## src/rtl/pump_soft_start_if.sv

```systemverilog
// Signal bundle between the irrigation interval timer side and the pump
// soft-start block: request/configuration in, motor drive and status out.
interface pump_soft_start_if;
    logic       req_n;
    logic [3:0] duty_max;
    logic       fault_clr;
    logic       pump_out;
    logic [2:0] state;
    logic       fault;

    // Timer / supervisor side drives the request and reads the status
    modport master (
        output req_n,
        output duty_max,
        output fault_clr,
        input  pump_out,
        input  state,
        input  fault
    );

    // Soft-start block side
    modport slave (
        input  req_n,
        input  duty_max,
        input  fault_clr,
        output pump_out,
        output state,
        output fault
    );
endinterface

```

## src/rtl/pump_soft_start.sv

```systemverilog
// Pump soft-start: turns the timer's active-low run request into a PWM motor
// drive that ramps up in 1/16 duty steps per tick, enforces a cooldown between
// runs and latches a dry-run fault when the pump stays on too long.
module pump_soft_start #(
    parameter int TICK_DIV      = 50000000,
    parameter int MAX_ON_TICKS  = 120,
    parameter int MIN_OFF_TICKS = 10
) (
    input  logic             CLOCK_50,
    input  logic             reset,
    pump_soft_start_if.slave bus
);

    localparam int TICK_W = (TICK_DIV > 1) ? $clog2(TICK_DIV) : 1;
    localparam int ON_W   = $clog2(MAX_ON_TICKS + 1);
    localparam int OFF_W  = $clog2(MIN_OFF_TICKS + 1);

    localparam logic [TICK_W-1:0] TICK_LAST = TICK_W'(TICK_DIV - 1);
    localparam logic [ON_W-1:0]   ON_LIMIT  = ON_W'(MAX_ON_TICKS);
    localparam logic [OFF_W-1:0]  OFF_LIMIT = OFF_W'(MIN_OFF_TICKS);

    typedef enum logic [2:0] {
        ST_IDLE     = 3'd0,
        ST_RAMP     = 3'd1,
        ST_RUN      = 3'd2,
        ST_COOLDOWN = 3'd3,
        ST_FAULT    = 3'd4
    } state_t;

    // Only the ramp and run states are allowed to energise the motor
    function automatic logic is_driving(input state_t s);
        return (s == ST_RAMP) || (s == ST_RUN);
    endfunction

    logic              req_n_p0;
    logic              req_n_p1;
    logic              req;
    logic [TICK_W-1:0] tick_cnt;
    logic              tick;
    logic [3:0]        pwm_cnt;

    state_t            state_q;
    state_t            state_d;
    logic [3:0]        duty_q;
    logic [3:0]        duty_d;
    logic [3:0]        dmax_q;
    logic [3:0]        dmax_d;
    logic [ON_W-1:0]   on_cnt_q;
    logic [ON_W-1:0]   on_cnt_d;
    logic [ON_W-1:0]   on_inc;
    logic [OFF_W-1:0]  off_cnt_q;
    logic [OFF_W-1:0]  off_cnt_d;
    logic [OFF_W-1:0]  off_inc;
    logic              fault_q;
    logic              fault_d;
    logic              pump_out_q;

    // Two-flop synchroniser for the asynchronous request; clears to "no request"
    always_ff @(posedge CLOCK_50 or negedge reset) begin
        if (!reset) begin
            req_n_p0 <= 1'b1;
            req_n_p1 <= 1'b1;
        end else begin
            req_n_p0 <= bus.req_n;
            req_n_p1 <= req_n_p0;
        end
    end

    assign req  = ~req_n_p1;
    assign tick = (tick_cnt == TICK_LAST);

    // Free-running tick divider, independent of the FSM so ticks never drift
    always_ff @(posedge CLOCK_50 or negedge reset) begin
        if (!reset) begin
            tick_cnt <= '0;
        end else if (tick) begin
            tick_cnt <= '0;
        end else begin
            tick_cnt <= tick_cnt + 1'b1;
        end
    end

    // PWM phase counter, wraps 15 -> 0 every 16 clocks
    always_ff @(posedge CLOCK_50 or negedge reset) begin
        if (!reset) begin
            pwm_cnt <= 4'd0;
        end else begin
            pwm_cnt <= pwm_cnt + 4'd1;
        end
    end

    // Next-state logic: ramp/run timing, cooldown and dry-run fault handling
    always_comb begin
        state_d   = state_q;
        duty_d    = duty_q;
        dmax_d    = dmax_q;
        on_cnt_d  = on_cnt_q;
        off_cnt_d = off_cnt_q;
        fault_d   = fault_q;
        on_inc    = on_cnt_q + 1'b1;
        off_inc   = off_cnt_q + 1'b1;

        case (state_q)
            ST_IDLE: begin
                if (req && (bus.duty_max != 4'd0)) begin
                    state_d  = ST_RAMP;
                    dmax_d   = bus.duty_max;
                    duty_d   = 4'd1;
                    on_cnt_d = '0;
                end
            end
            ST_RAMP, ST_RUN: begin
                // A dropped request wins over a fault falling on the same tick
                if (!req) begin
                    state_d   = ST_COOLDOWN;
                    off_cnt_d = '0;
                end else if (tick) begin
                    on_cnt_d = on_inc;
                    if (on_inc == ON_LIMIT) begin
                        state_d = ST_FAULT;
                        fault_d = 1'b1;
                    end else if (state_q == ST_RAMP) begin
                        if (duty_q == dmax_q) begin
                            state_d = ST_RUN;
                        end else begin
                            duty_d = duty_q + 4'd1;
                        end
                    end
                end
            end
            ST_COOLDOWN: begin
                if (tick) begin
                    off_cnt_d = off_inc;
                    if (off_inc == OFF_LIMIT) begin
                        state_d = ST_IDLE;
                    end
                end
            end
            ST_FAULT: begin
                // Clearing needs the request gone, otherwise the pump would restart straight away
                if (bus.fault_clr && !req) begin
                    state_d = ST_IDLE;
                    fault_d = 1'b0;
                end
            end
            default: begin
                state_d = ST_IDLE;
            end
        endcase
    end

    // State, counters and registered motor drive; drive follows the next state
    // so the pin drops on the very first clock a driving state is left
    always_ff @(posedge CLOCK_50 or negedge reset) begin
        if (!reset) begin
            state_q    <= ST_IDLE;
            duty_q     <= 4'd0;
            dmax_q     <= 4'd0;
            on_cnt_q   <= '0;
            off_cnt_q  <= '0;
            fault_q    <= 1'b0;
            pump_out_q <= 1'b0;
        end else begin
            state_q    <= state_d;
            duty_q     <= duty_d;
            dmax_q     <= dmax_d;
            on_cnt_q   <= on_cnt_d;
            off_cnt_q  <= off_cnt_d;
            fault_q    <= fault_d;
            pump_out_q <= is_driving(state_d) && (pwm_cnt < duty_d);
        end
    end

    assign bus.pump_out = pump_out_q;
    assign bus.state    = state_q;
    assign bus.fault    = fault_q;

endmodule
```

## src/flat_wrapper.sv

```systemverilog
// flat-port wrapper written by rule: the top's interface ports become plain ports
module pump_soft_start_flat 
#(
    parameter int TICK_DIV      = 50000000,
    parameter int MAX_ON_TICKS  = 120,
    parameter int MIN_OFF_TICKS = 10
)
  (CLOCK_50, reset, bus_req_n, bus_duty_max, bus_fault_clr, bus_pump_out, bus_state, bus_fault);
  pump_soft_start_if bus_i ();
  input  logic CLOCK_50;
  input  logic reset;
  input wire logic [$bits(bus_i.req_n)-1:0] bus_req_n;
  input wire logic [$bits(bus_i.duty_max)-1:0] bus_duty_max;
  input wire logic [$bits(bus_i.fault_clr)-1:0] bus_fault_clr;
  output wire logic [$bits(bus_i.pump_out)-1:0] bus_pump_out;
  output wire logic [$bits(bus_i.state)-1:0] bus_state;
  output wire logic [$bits(bus_i.fault)-1:0] bus_fault;
  assign bus_i.req_n = bus_req_n;
  assign bus_i.duty_max = bus_duty_max;
  assign bus_i.fault_clr = bus_fault_clr;
  assign bus_pump_out = bus_i.pump_out;
  assign bus_state = bus_i.state;
  assign bus_fault = bus_i.fault;
  pump_soft_start #(.TICK_DIV(TICK_DIV), .MAX_ON_TICKS(MAX_ON_TICKS), .MIN_OFF_TICKS(MIN_OFF_TICKS)) u_core (.CLOCK_50(CLOCK_50), .reset(reset), .bus(bus_i));
endmodule
```

## config.mk

```make
export PLATFORM = sky130hd
export DESIGN_NAME = pump_soft_start_flat
export DESIGN_NICKNAME = d
export VERILOG_FILES = /design/src/rtl/pump_soft_start_if.sv /design/src/rtl/pump_soft_start.sv /design/src/flat_wrapper.sv
export SDC_FILE = /design/constraint.sdc
export NUM_CORES = 1
export LEC_CHECK = 0
export ABC_AREA = 1
export CORE_MARGIN = 2
export CORE_UTILIZATION = 40
export CTS_CLUSTER_DIAMETER = 30
export CTS_CLUSTER_SIZE = 8
export DETAILED_ROUTE_END_ITERATION = 8
export GPL_ROUTABILITY_DRIVEN = 0
export GPL_TIMING_DRIVEN = 0
export PLACE_DENSITY = 0.68
export SYNTH_ARGS = -nofsm -noshare
export SYNTH_HDL_FRONTEND = slang
export SYNTH_SLANG_ARGS = --single-unit
```

## constraint.sdc

```tcl
create_clock -name CLOCK_50 -period 3.1 [get_ports CLOCK_50]
set_clock_uncertainty 0.2 [all_clocks]
set_input_delay 0.775 -clock CLOCK_50 [delete_from_list [all_inputs] [get_ports CLOCK_50]]
set_output_delay 0.775 -clock CLOCK_50 [all_outputs]
set_load 0.01 [all_outputs]
```

==> results of run 1 <==
[flip-flops by register name (all words and copies together) (netlist names)]
name	cells
u_core.on_cnt_q	7
u_core.req_n_p1	1
u_core.off_cnt_q	4
u_core.req_n_p0	1
u_core.dmax_q	4
u_core.tick_cnt	26
u_core.duty_q	4
u_core.bus.state	3
u_core.bus.fault	1
u_core.bus.pump_out	1
u_core.pwm_cnt	4
[per-stage QoR]
step / util / instances / TNS [ns] / power (mW) / worst slack [ns]
final: 0.461 / 521 / 0 / 1.55 / 0.268
after global routing: 0.461 / 521 / 0 / 1.66 / 0.0494
after CTS: 0.458 / 518 / 0 / 1.57 / 0.159
after detailed placement: 0.445 / 510 / 0 / 1.15 / 0.0503
after global placement: 0.444 / 509 / -37.18 / 1.13 / -0.691
after floorplan: - / 395 / 0 / 1.07 / 0.498
[cell usage after synthesis (2+ instances only)]
cell type                 instances
sky130_fd_sc_hd__nor2_1          38
sky130_fd_sc_hd__a31oi_1          4
sky130_fd_sc_hd__nor3_1           7
sky130_fd_sc_hd__xor2_1          11
sky130_fd_sc_hd__inv_1           57
sky130_fd_sc_hd__nor2_2           9
sky130_fd_sc_hd__and3_1           2
sky130_fd_sc_hd__dfstp_2          2
sky130_fd_sc_hd__nand3_1         24
sky130_fd_sc_hd__inv_2           10
sky130_fd_sc_hd__o22ai_1          3
sky130_fd_sc_hd__ha_1             9
sky130_fd_sc_hd__nor4_1           5
sky130_fd_sc_hd__nor3_2           4
sky130_fd_sc_hd__o21ai_0         22
sky130_fd_sc_hd__a22oi_1          2
sky130_fd_sc_hd__a21oi_1         10
sky130_fd_sc_hd__xnor2_1          2
sky130_fd_sc_hd__nor2_4           3
sky130_fd_sc_hd__nand4_1          8
sky130_fd_sc_hd__nand2_1         80
sky130_fd_sc_hd__nand3_2          3
sky130_fd_sc_hd__nand2_2          5
sky130_fd_sc_hd__dfrtp_1         54
sky130_fd_sc_hd__o21ai_1          5
sky130_fd_sc_hd__a21oi_2          2
[worst reg2reg max path: stages, from the launching register on]
cell and delay, ns:
sky130_fd_sc_hd__dfrtp_1 0.38, sky130_fd_sc_hd__ha_1 0.21, sky130_fd_sc_hd__nand3_2 0.14, sky130_fd_sc_hd__nor2_4 0.15
sky130_fd_sc_hd__inv_2 0.08, sky130_fd_sc_hd__nor2_8 0.11, sky130_fd_sc_hd__nand4_4 0.14, sky130_fd_sc_hd__nor2_1 0.13
sky130_fd_sc_hd__nand3_1 0.14, sky130_fd_sc_hd__o21ai_1 0.15, sky130_fd_sc_hd__nand3_1 0.09, sky130_fd_sc_hd__o21ai_2 0.08
sky130_fd_sc_hd__inv_2 0.04, sky130_fd_sc_hd__ha_1 0.30, sky130_fd_sc_hd__a211oi_1 0.23, sky130_fd_sc_hd__nand2_1 0.09
sky130_fd_sc_hd__a21oi_2 0.09
[kinds of logic (layout without fill, tap and decap cells)]
kind of cell | Yosys count | after routing | synth area share
fa+ha+maj | 9 | 9 | 0.0356
compound gates | 57 | 57 | 0.106
xor+xnor | 13 | 13 | 0.0360
flops | 56 | 56 | 0.444
buf+inv | 68 | 92 | 0.0811
simple gates | 192 | 192 | 0.297
[timing repair]
item                       in CTS  in global routing
setup buffers                   0                  3
setup endpoints to repair       0                  1
gates resized for setup         0                  0
[path summary, 6_finish.rpt]
check	start	end	slack (ns)	cells past startpoint
max	u_core.tick_cnt[0]	u_core.bus.pump_out	0.27	16
min	u_core.req_n_p0	u_core.req_n_p1	0.16	0
max reg2reg	u_core.tick_cnt[0]	u_core.bus.pump_out	0.27	16
min reg2reg	u_core.req_n_p0	u_core.req_n_p1	0.16	0
max in group asynchronous	reset	u_core.req_n_p0	1.91	2
min in group asynchronous	reset	u_core.tick_cnt[10]	0.19	1
[power groups by stage]
| stage | logic [mW] | registers (mW) | clock network [mW] |
|---|---|---|---|
| 6_report | 0.251 | 0.883 | 0.415 |
| 5_1_grt | 0.301 | 0.898 | 0.459 |
| 4_1_cts | 0.258 | 0.882 | 0.435 |
| 3_5_place_dp | 0.257 | 0.895 | 0 |
| 3_3_place_gp | 0.241 | 0.892 | 0 |
| 2_1_floorplan | 0.192 | 0.877 | 0 |
[metal layers]
layer | global-route usage | up-vias | wire, um
met5 | 0 | - | 0
met4 | 0.0380 | 0 | 44
met3 | 0.0309 | 4 | 216
met2 | 0.264 | 39 | 2960
met1 | 0.201 | 1249 | 2950
li1 | - | 1333 | -
[layout make-up]
class	count	share of cell area
multi-input combinational	271	0.424
sequential	56	0.396
inverter	67	0.0710
timing repair buffer	16	0.0445
tap	102	0.0360
clock buffer	7	0.0244
clock inverter	1	0.00212
buffer	1	0.00141
[cells in the final DEF, fill, tap and decap left out, types with 4 or more instances in the layout]
master                             n
sky130_fd_sc_hd__nor3_2            4
sky130_fd_sc_hd__nand2_1          80
sky130_fd_sc_hd__inv_1            57
sky130_fd_sc_hd__o21ai_1           5
sky130_fd_sc_hd__ha_1              9
sky130_fd_sc_hd__nor2_2            9
sky130_fd_sc_hd__nand4_1           8
sky130_fd_sc_hd__xor2_1           11
sky130_fd_sc_hd__clkdlybuf4s50_1  11
sky130_fd_sc_hd__o21ai_0          22
sky130_fd_sc_hd__clkbuf_8          6
sky130_fd_sc_hd__a31oi_1           4
sky130_fd_sc_hd__nand3_1          24
sky130_fd_sc_hd__nor4_1            5
sky130_fd_sc_hd__nor3_1            7
sky130_fd_sc_hd__nand2_2           5
sky130_fd_sc_hd__nor2_1           38
sky130_fd_sc_hd__dfrtp_1          54
sky130_fd_sc_hd__inv_2            10
sky130_fd_sc_hd__a21oi_1          10
==> impl_metrics.prom, run 1 <==
# TYPE chip_impl_metric gauge
chip_impl_info{name="tritoncts_clock_tree",value="built"} 1
chip_impl_metric{name="final_area",unit="sq um"} 3540
chip_impl_info{name="leading_post_synthesis_cells_by_cell_area",value="sky130_fd_sc_hd__dfrtp_1, sky130_fd_sc_hd__nand2_1, sky130_fd_sc_hd__inv_1, sky130_fd_sc_hd__nor2_1, sky130_fd_sc_hd__nand3_1"} 1
chip_impl_info{name="yosys.area.top_type",value="sky130_fd_sc_hd__dfrtp_1"} 1
chip_impl_metric{name="timing_max_transition_violations_final",unit=""} 0
chip_impl_info{name="endpoint_kind",value="flop"} 1
chip_impl_info{name="run_status",value="complete, no violations"} 1
chip_impl_metric{name="syn_to_final_growth",unit="%"} 12.0
chip_impl_metric{name="combinationalPowerShare",unit=""} 0.162
chip_impl_metric{name="required",unit="ns"} 3.14
chip_impl_metric{name="route.detailed.vias_per_inst",unit=""} 5.04
chip_impl_metric{name="sw_pwr",unit="mW"} 0.460
chip_impl_metric{name="layout_min_cycle_time",unit="ns"} 2.83
chip_impl_info{name="critical_path.slowest_cell",value="sky130_fd_sc_hd__dfrtp_1"} 1
chip_impl_metric{name="synth.ff_latch_count",unit=""} 56
chip_impl_metric{name="synth_fp_nets",unit=""} 412
chip_impl_metric{name="power_density",unit="nW/um^2"} 437
chip_impl_metric{name="clk_pin_slew_worst_paths",unit="ns"} 0.10
chip_impl_metric{name="detailedRoute.firstIterationViolations",unit=""} 112
chip_impl_metric{name="maximum_number_of_buffers_from_clock_root_to_sink",unit=""} 2
chip_impl_info{name="ys_dominant_reg_cell",value="sky130_fd_sc_hd__dfrtp_1"} 1
chip_impl_metric{name="cts-buffers-inserted",unit=""} 5
chip_impl_metric{name="seqPwrFrac",unit=""} 0.570
chip_impl_metric{name="port_buffers",unit=""} 12
chip_impl_metric{name="dpl.hpwl",unit="um"} 4750
chip_impl_metric{name="netlist-cell-type-count",unit=""} 40
chip_impl_metric{name="power_leakage",unit="nW"} 1.66
chip_impl_metric{name="route.final.wire_length",unit="um"} 6170
chip_impl_metric{name="chipWidth",unit="um"} 92.9
chip_impl_metric{name="number_of_antenna_violations_at_the_first_check_in_global_routing",unit=""} 0
chip_impl_metric{name="critical_path.n_buffers_inverters",unit=""} 2
chip_impl_metric{name="grt-ovfl-total",unit=""} 0
chip_impl_metric{name="footprint_of_the_multi_input_gates",unit="sq um"} 1500
chip_impl_metric{name="synth-async-reset-ratio",unit=""} 1.00
chip_impl_metric{name="final_min_period_over_clock_period",unit=""} 0.914
chip_impl_metric{name="synth-edff-count",unit=""} 0
chip_impl_info{name="clock_tree.root_cell",value="sky130_fd_sc_hd__clkbuf_8"} 1
chip_impl_metric{name="routedWlPerCell",unit="um"} 11.8
chip_impl_metric{name="fmax",unit="MHz"} 353
chip_impl_info{name="hold_path_class",value="flop to flop"} 1
chip_impl_metric{name="layout.area.seq",unit="sq um"} 1400
chip_impl_metric{name="tightest_slew",unit="ns"} 0.452
chip_impl_metric{name="synth_top_cell_area_share",unit=""} 0.427
chip_impl_info{name="rsz0062_at_grt",value="false"} 1
chip_impl_info{name="cp_cell_sequence",value="ha_1 -> nand3_2 -> nor2_4 -> inv_2 -> nor2_8 -> nand4_4 -> nor2_1 -> nand3_1 -> o21ai_1 -> nand3_1 -> o21ai_2 -> inv_2 -> ha_1 -> a211oi_1 -> nand2_1 -> a21oi_2"} 1
chip_impl_metric{name="postSynthAreaPerCell",unit="sq um"} 8.00
chip_impl_metric{name="vias_in_the_first_global_route",unit=""} 2534
chip_impl_metric{name="cts_hold_buf",unit=""} 0
chip_impl_metric{name="via_count",unit=""} 2625
chip_impl_metric{name="synth-warning-count",unit=""} 0
chip_impl_metric{name="finalSetupViolCount",unit=""} 0
chip_impl_metric{name="syn_area",unit="sq um"} 3160
chip_impl_metric{name="cts_h_tree_depth",unit=""} 2
chip_impl_metric{name="floorplan.initialDensity",unit=""} 0.411
chip_impl_metric{name="die_height",unit="um"} 92.9
chip_impl_metric{name="tritoncts_num_sinks",unit=""} 56
chip_impl_metric{name="synth_seq_area_share",unit=""} 0.444
chip_impl_metric{name="clock_latency",unit="ns"} 0.31
chip_impl_metric{name="design.core.area",unit="sq um"} 7690
chip_impl_metric{name="synthCells",unit=""} 395
chip_impl_metric{name="row_count",unit=""} 32
chip_impl_metric{name="cell_internal_pwr",unit="mW"} 1.09
chip_impl_metric{name="smallest_hold_slack",unit="ns"} 0.163
chip_impl_metric{name="firstDrtPassIters",unit=""} 4
chip_impl_metric{name="worst_slew_margin_rel",unit=""} 0.696
chip_impl_metric{name="nFillCells",unit=""} 769
chip_impl_metric{name="crit_fanout",unit=""} 5
chip_impl_metric{name="maximum_number_of_pins_on_one_net_before_global_route_repair",unit=""} 40
chip_impl_metric{name="drt_drc_violations_left",unit=""} 0
chip_impl_metric{name="pin_count",unit=""} 13
chip_impl_info{name="timing.setup.critical_path_class",value="flop to flop"} 1
chip_impl_metric{name="total_placed_instance_area",unit="sq um"} 3420
chip_impl_info{name="crit_path_start_kind",value="flop"} 1
chip_impl_metric{name="max-cap-violations",unit=""} 0
chip_impl_metric{name="grt_first_pass_wirelength",unit="um"} 11000
chip_impl_metric{name="clockPowerShare",unit=""} 0.268
chip_impl_metric{name="design.final.nets",unit=""} 435
chip_impl_metric{name="power.share.switching",unit=""} 0.297
chip_impl_metric{name="ir_worst_vdd",unit="mV"} 0.217
chip_impl_metric{name="drive_above_1_share",unit=""} 0.131
chip_impl_metric{name="crit_arrival",unit="ns"} 2.88
chip_impl_info{name="critPathTopFamily",value="simple AND/OR/NAND/NOR gates"} 1
chip_impl_metric{name="fp.dieArea",unit="sq um"} 8630
chip_impl_metric{name="ant_nets",unit=""} 0
chip_impl_metric{name="worst_path_largest_cell_delay",unit="ns"} 0.38
chip_impl_metric{name="count_of_inserted_antenna_diode_cells",unit=""} 0
chip_impl_metric{name="report.final.hold_viol_count",unit=""} 0
chip_impl_metric{name="global_route.usage.total",unit=""} 0.155
Note: power is estimated with default switching activity, not from simulation.
==> run 2, diff against run 1 <==
--- a/config.mk
+++ b/config.mk
@@ -14,6 +14,7 @@
 export GPL_ROUTABILITY_DRIVEN = 0
 export GPL_TIMING_DRIVEN = 0
 export PLACE_DENSITY = 0.68
+export SKIP_LAST_GASP = 1
 export SYNTH_ARGS = -nofsm -noshare
 export SYNTH_HDL_FRONTEND = slang
 export SYNTH_SLANG_ARGS = --single-unit
==> results of run 2 <==
Same layout as run 1: the final DEF is identical, and so are final timing and power.
==> run 3, diff against run 2 <==
--- a/config.mk
+++ b/config.mk
@@ -8,12 +8,14 @@
 export ABC_AREA = 1
 export CORE_MARGIN = 2
 export CORE_UTILIZATION = 40
+export CTS_BUF_LIST = sky130_fd_sc_hd__clkbuf_4
 export CTS_CLUSTER_DIAMETER = 30
 export CTS_CLUSTER_SIZE = 8
 export DETAILED_ROUTE_END_ITERATION = 8
 export GPL_ROUTABILITY_DRIVEN = 0
 export GPL_TIMING_DRIVEN = 0
 export PLACE_DENSITY = 0.68
+export REMOVE_ABC_BUFFERS = 1
 export SKIP_LAST_GASP = 1
 export SYNTH_ARGS = -nofsm -noshare
 export SYNTH_HDL_FRONTEND = slang
==> run 3 against run 2 <==
Effect of this change: clock power down 26%; largest cell class unchanged; largest power group unchanged; highest routed layer unchanged; flip-flop and latch count unchanged; critical path depth is the same; sequential share of layout area increased by 0.63 points; total power is 6.4% lower; utilization down 0.72 points.
==> impl_metrics.prom, run 3 (synthesized netlist as in run 1, its figures left out) <==
# TYPE chip_impl_metric gauge
chip_impl_info{name="run_status",value="complete, no violations"} 1
chip_impl_metric{name="cts-buffers-inserted",unit=""} 5
chip_impl_info{name="clock_tree.root_cell",value="sky130_fd_sc_hd__clkbuf_4"} 1
chip_impl_metric{name="via_count",unit=""} 2599
chip_impl_metric{name="global_route.usage.total",unit=""} 0.152
chip_impl_metric{name="report.final.hold_viol_count",unit=""} 0
chip_impl_metric{name="internal_reg_to_reg_setup_slack",unit="ns"} 0.24
chip_impl_metric{name="routedWlPerCell",unit="um"} 11.6
chip_impl_metric{name="postLayoutSetupSlackWorst",unit="ns"} 0.243
chip_impl_metric{name="clk_pin_slew_worst_paths",unit="ns"} 0.16
chip_impl_metric{name="nFillCells",unit=""} 753
chip_impl_metric{name="route.layer.met1.wl",unit="um"} 2960
chip_impl_metric{name="pin_count",unit=""} 13
chip_impl_metric{name="power_density",unit="nW/um^2"} 416
chip_impl_metric{name="count_of_inserted_antenna_diode_cells",unit=""} 0
chip_impl_metric{name="footprint_of_the_multi_input_gates",unit="sq um"} 1500
chip_impl_metric{name="finish.cell_count_without_fillers",unit=""} 519
chip_impl_metric{name="tns",unit="ns"} 0
chip_impl_info{name="mostFrequentLayoutCells",value="sky130_fd_sc_hd__nand2_1, sky130_fd_sc_hd__inv_1, sky130_fd_sc_hd__dfrtp_1, sky130_fd_sc_hd__nor2_1, sky130_fd_sc_hd__nand3_1"} 1
chip_impl_info{name="rsz0062_at_grt",value="false"} 1
chip_impl_info{name="endpoint_kind",value="flop"} 1
chip_impl_info{name="crit_path_start_kind",value="flop"} 1
chip_impl_metric{name="maximum_number_of_pins_on_one_net_before_global_route_repair",unit=""} 40
chip_impl_metric{name="route.final.wire_length",unit="um"} 6050
chip_impl_info{name="hold_path_class",value="primary input to asynchronous set/reset pin"} 1
chip_impl_metric{name="finalPower",unit="mW"} 1.45
chip_impl_info{name="layout_commonest_cell",value="sky130_fd_sc_hd__nand2_1"} 1
chip_impl_metric{name="route.detailed.vias_per_inst",unit=""} 5.01
chip_impl_metric{name="layout.area.seq",unit="sq um"} 1400
chip_impl_metric{name="fp.dieArea",unit="sq um"} 8630
chip_impl_metric{name="postCtsSetupBuffers",unit=""} 0
chip_impl_metric{name="floorplan.initialDensity",unit=""} 0.411
chip_impl_metric{name="clock_latency",unit="ns"} 0.38
chip_impl_metric{name="die_height",unit="um"} 92.9
chip_impl_metric{name="tightest_slew",unit="ns"} 0.428
chip_impl_metric{name="final_area",unit="sq um"} 3490
chip_impl_metric{name="power_leakage",unit="nW"} 1.64
chip_impl_metric{name="row_count",unit=""} 32
chip_impl_info{name="critical_path.reg2reg.startpoint",value="u_core.tick_cnt[0]"} 1
chip_impl_metric{name="chipWidth",unit="um"} 92.9
chip_impl_metric{name="final_min_period_over_clock_period",unit=""} 0.922
chip_impl_metric{name="ant_nets",unit=""} 0
chip_impl_metric{name="vias_in_the_first_global_route",unit=""} 2470
chip_impl_metric{name="cts_resized",unit=""} 0
chip_impl_metric{name="syn_to_final_growth",unit="%"} 10.2
chip_impl_info{name="timing.setup.critical_path_class",value="flop to flop"} 1
chip_impl_metric{name="grt-ovfl-total",unit=""} 0
chip_impl_info{name="regToRegEndpoint",value="u_core.bus.pump_out"} 1
chip_impl_metric{name="pre_cts_ws",unit="ns"} 0.0293
chip_impl_metric{name="reg2regPathDepth",unit=""} 16
chip_impl_metric{name="met2_wire_len",unit="um"} 2880
chip_impl_metric{name="max-cap-violations",unit=""} 0
chip_impl_metric{name="worst_slew_margin_rel",unit=""} 0.712
chip_impl_metric{name="drive_above_1_share",unit=""} 0.127
chip_impl_metric{name="largest_reg_flops",unit=""} 26
chip_impl_metric{name="design.core.area",unit="sq um"} 7690
chip_impl_info{name="dr_top_layer",value="met4"} 1
chip_impl_info{name="registers.top_by_ff_count",value="u_core.tick_cnt"} 1
chip_impl_metric{name="layout_min_cycle_time",unit="ns"} 2.86
chip_impl_metric{name="number_of_antenna_violations_at_the_first_check_in_global_routing",unit=""} 0
chip_impl_metric{name="fmax",unit="MHz"} 350
chip_impl_metric{name="maximum_number_of_buffers_from_clock_root_to_sink",unit=""} 2
chip_impl_metric{name="ir_worst_vdd",unit="mV"} 0.238
chip_impl_info{name="layout_top_registers",value="u_core.tick_cnt: 26 flops, u_core.on_cnt_q: 7 flops"} 1
chip_impl_metric{name="wl_met3",unit="um"} 158
chip_impl_metric{name="smallest_hold_slack",unit="ns"} 0.0996
chip_impl_metric{name="crit_arrival",unit="ns"} 2.98
chip_impl_metric{name="required",unit="ns"} 3.22
chip_impl_metric{name="port_buffers",unit=""} 12
chip_impl_info{name="tritoncts_clock_tree",value="built"} 1
chip_impl_metric{name="design.final.nets",unit=""} 433
chip_impl_metric{name="drt_drc_violations_left",unit=""} 0
chip_impl_metric{name="tritoncts_num_sinks",unit=""} 56
chip_impl_metric{name="grt_first_pass_wirelength",unit="um"} 10800
chip_impl_metric{name="dp.cells",unit=""} 509
chip_impl_metric{name="detailedRoute.firstIterationViolations",unit=""} 89
chip_impl_metric{name="total_placed_instance_area",unit="sq um"} 3420
chip_impl_metric{name="timing_max_transition_violations_final",unit=""} 0
chip_impl_metric{name="crit_fanout",unit=""} 6
chip_impl_metric{name="dpl.hpwl",unit="um"} 4730
chip_impl_metric{name="final_util",unit=""} 0.453
chip_impl_metric{name="firstDrtPassIters",unit=""} 4
chip_impl_metric{name="cts_h_tree_depth",unit=""} 2
chip_impl_metric{name="cts_hold_buf",unit=""} 0
chip_impl_metric{name="finalSetupViolCount",unit=""} 0
## run 3: cell type report
class	count	area share
clock buffers	5	0.0108
clock inverters	3	0.00395
inverters	67	0.0721
multi-input cells	271	0.431
flip-flops and latches	56	0.403
well taps	102	0.0366
repair buffers	15	0.0431
## run 3: layer usage
metal | track usage | vias to the layer above
li1 | - | 1331
met1 | 0.202 | 1229
met2 | 0.253 | 35
met3 | 0.0285 | 4
met4 | 0.0441 | 0
met5 | 0 | -
## run 3: critical path, stage by stage (launching register included)
cell                       delay, ns
sky130_fd_sc_hd__dfrtp_1        0.40
sky130_fd_sc_hd__ha_1           0.21
sky130_fd_sc_hd__nand3_2        0.13
sky130_fd_sc_hd__nor2_4         0.16
sky130_fd_sc_hd__inv_2          0.09
sky130_fd_sc_hd__nor2_8         0.12
sky130_fd_sc_hd__nand4_4        0.16
sky130_fd_sc_hd__nor2_1         0.12
sky130_fd_sc_hd__nand3_1        0.13
sky130_fd_sc_hd__o21ai_1        0.15
sky130_fd_sc_hd__nand3_1        0.09
sky130_fd_sc_hd__o21ai_2        0.09
sky130_fd_sc_hd__inv_2          0.04
sky130_fd_sc_hd__ha_1           0.30
sky130_fd_sc_hd__a211oi_1       0.23
sky130_fd_sc_hd__nand2_1        0.09
sky130_fd_sc_hd__a21oi_2        0.09
## run 3: worst max path at each step
stage	from	to	slack, ns
finish	u_core.tick_cnt[0]	u_core.bus.pump_out	0.24
global route	u_core.tick_cnt[0]	u_core.bus.pump_out	0.05
floorplan	u_core.tick_cnt[0]	u_core.bus.pump_out	0.50
CTS	u_core.tick_cnt[0]	u_core.bus.pump_out	0.14
detailed placement	bus_duty_max[2]	u_core.bus.pump_out	0.03
global placement	reset	u_core.pwm_cnt[2]	-0.69
## run 3: power by group
| part | switching (mW) | internal (mW) | total, mW |
|---|---|---|---|
| Combinational | 0.154 | 0.103 | 0.257 |
| Sequential | 0.0803 | 0.804 | 0.884 |
| Clock | 0.224 | 0.0841 | 0.308 |
==> RTL edit: new RTL, config.mk and constraints of run 2 <==
`TICK_DIV` is set to 50000000 in 2 places; all go to 200000000.
--- a/src/rtl/pump_soft_start.sv
+++ b/src/rtl/pump_soft_start.sv
@@ -2,7 +2,7 @@
 // drive that ramps up in 1/16 duty steps per tick, enforces a cooldown between
 // runs and latches a dry-run fault when the pump stays on too long.
 module pump_soft_start #(
-    parameter int TICK_DIV      = 50000000,
+    parameter int TICK_DIV      = 200000000,
     parameter int MAX_ON_TICKS  = 120,
     parameter int MIN_OFF_TICKS = 10
 ) (
--- a/src/flat_wrapper.sv
+++ b/src/flat_wrapper.sv
@@ -1,7 +1,7 @@
 // flat-port wrapper written by rule: the top's interface ports become plain ports
 module pump_soft_start_flat 
 #(
-    parameter int TICK_DIV      = 50000000,
+    parameter int TICK_DIV      = 200000000,
     parameter int MAX_ON_TICKS  = 120,
     parameter int MIN_OFF_TICKS = 10
 )
Behaviour: no difference found for any inputs over 10 cycles, from zero or initial values and one cycle with reset low; that may be too few to reach the edited logic, so the function may still have changed.
==> RTL edit against run 2 <==
  * Register-to-register slack worse by 0.02 ns
  * Critical path depth is 4 lower
  * Synthesized area is 6.3% higher
  * Total power is 14% higher
  * Clock power is 76% higher
  * Design area is 8.9% higher
  * Sequential cell count is 2 higher
  * Count of clock-buffer cells in the layout is 7 higher
  * Routed wire length is 13% higher
  * Critical endpoint unchanged
  * Setup slack worse by 0.039 ns
  * Die area is 6.0% higher
  * Maximum frequency is 1.3% lower
==> RTL edit: results (changes against run 2) <==
stage,metric,value,unit,change
synth,Yosys cell types,37,,-7.5%
worst_setup_path,reg2reg path depth,16,,unchanged
clock_network,CTS Buf Count,9,,+4
clock_network,clock-pin slew on the worst setup and hold paths,0.07,ns,-0.03 ns
run_status,outcome,finished clean,,
worst_setup_path,worst path arrival time,2.95,ns,+0.07 ns
synth,Yosys warnings,0,,unchanged
place,Post-Place Worst Slack,-0.1240,ns,-0.1743 ns
cells_and_area,registers with the most flip-flops,"u_core.tick_cnt: 28 flops, u_core.on_cnt_q: 7 flops",,
worst_setup_path,worst-path maximum fanout,10,,+5
synth,post-synth top area share,41.70,%,-1.0 points
synth,part of the Yosys area used for sequential elements,43.26,%,-1.1 points
place,post-placement cell area,0.003627,sq mm,+5.9%
power_and_ir_drop,Max IR drop VDD,0.2926,mV,+35%
clock_network,PostCTS Resize Cnt,0,,unchanged
power_and_ir_drop,LEAKAGE,0.001873,uW,+13%
grt,global-route wire length before repair,12090,um,+9.5%
grt,overall routing resource usage,17.02,%,+1.6 points
grt,number of global-route vias before repair,2687,,+6.0%
clock_network,Post-CTS Setup Inserts,0,,unchanged
routing,vias post-DR,2818,,+7.4%
synth,Syn Nets,448,,+8.7%
place,post-DP HPWL,5271,um,+11%
grt,largest net degree at the start of global routing,37,,-7.5%
worst_setup_path,Worst path slowest cell,clkdlybuf4s50_1,,
cells_and_area,share of layout cells above drive strength 1,12.17,%,-0.95 points
routing,Detailed Route Iter0 Violations,134,,+20%
synth,post-synthesis async set-or-reset flop share,100.0,%,unchanged
synth,synth top area cells,"dfrtp_1 (42%), nand2_1 (11%), inv_1 (7.9%), nor2_1 (5.2%), xor2_1 (3.9%)",,
cells_and_area,final net count,472,,+8.5%
synth,most frequent cells after synthesis,"nand2_1 (95), inv_1 (71), dfrtp_1 (56)",,
routing,final wirelength,6982,um,+13%
grt,antenna violations before repair,0,,unchanged
clock_network,latest clock arrival within the worst-skew pair,0.35,ns,+0.04 ns
min_path,hold depth,0,,unchanged
clock_network,buffer depth of the longest clock path,2,,unchanged
routing,1st-pass router iterations,4,,unchanged
sta,slew margin rel.,64.15,%,-5.4 points
clock_network,Clock H-tree levels,3,,+1
cells_and_area,layout filler cell count,791,,+2.9%
RTL edit: worst paths after layout:
| path | start | slack (ns) | endpoint |
|---|---|---|---|
| max in group asynchronous | reset | 1.92 | u_core.tick_cnt[17]$_DFF_PN0_ |
| min in group asynchronous | reset | 0.20 | u_core.bus.state[0]$_DFF_PN0_ |
| hold reg to reg | u_core.req_n_p0$_DFF_PN1_ | 0.16 | u_core.req_n_p1$_DFF_PN1_ |
| setup / recovery | bus_duty_max[2] | 0.23 | u_core.bus.pump_out$_DFF_PN0_ |
| setup reg to reg | u_core.tick_cnt[0]$_DFF_PN0_ | 0.25 | u_core.bus.pump_out$_DFF_PN0_ |
| hold / removal | u_core.req_n_p0$_DFF_PN1_ | 0.16 | u_core.req_n_p1$_DFF_PN1_ |
RTL edit: logic make-up after synthesis:
family	count (synthesis)	synth area share (%)
AND/OR/NAND/NOR	218	31.12
flip-flops	58	43.26
XOR/XNOR	18	4.691
adder cells (fa/ha/maj)	9	3.351
AO/OA/AOI/OAI	47	8.228
buffers and inverters	81	9.345
RTL edit: critical path, delay by kind of cell:
family | cells | cell delay, ns
adder cells (fa/ha/maj) | 1 | 0.30
AO/OA/AOI/OAI | 2 | 0.33
AND/OR/NAND/NOR | 5 | 0.68
buffers and inverters | 4 | 0.87
RTL edit: through the flow:
| stage | cells | total power, uW | util, % |
|---|---|---|---|
| 6_report | 565 | 1768 | 47.18 |
| 2_1_floorplan | 431 | 981.3 | - |
| 3_3_place_gp | 548 | 1037 | 44.18 |
| 4_1_cts | 565 | 1790 | 46.91 |
| 3_5_place_dp | 549 | 1049 | 44.37 |
| 5_1_grt | 565 | 1856 | 47.18 |
RTL edit: area by class of cell:
cell class	instances	share of cell area [%]
plain buffers	4	0.6487
clock buffers	14	4.476
inverters	77	7.493
well taps	105	3.406
multi-input cells	292	41.87
flip-flops and latches	58	37.69
repair buffers	13	3.503
clock inverters	2	0.9082
RTL edit: metal layers:
layer | vias up | GRT usage, % | part of all wire, %
met5 | - | 0 | 0
met4 | 0 | 4.881 | 1.1
met3 | 11 | 5.534 | 4.2
met2 | 56 | 27.80 | 49
met1 | 1321 | 21.56 | 46
li1 | 1430 | - | -
RTL edit: power by group:
part           total, uW  leakage [uW]  switching, uW  internal (uW)
clock                732      0.000107            295            436
combinational        190       0.00101            116           73.6
sequential           846      0.000756           43.6            802
total               1770       0.00187            455           1310
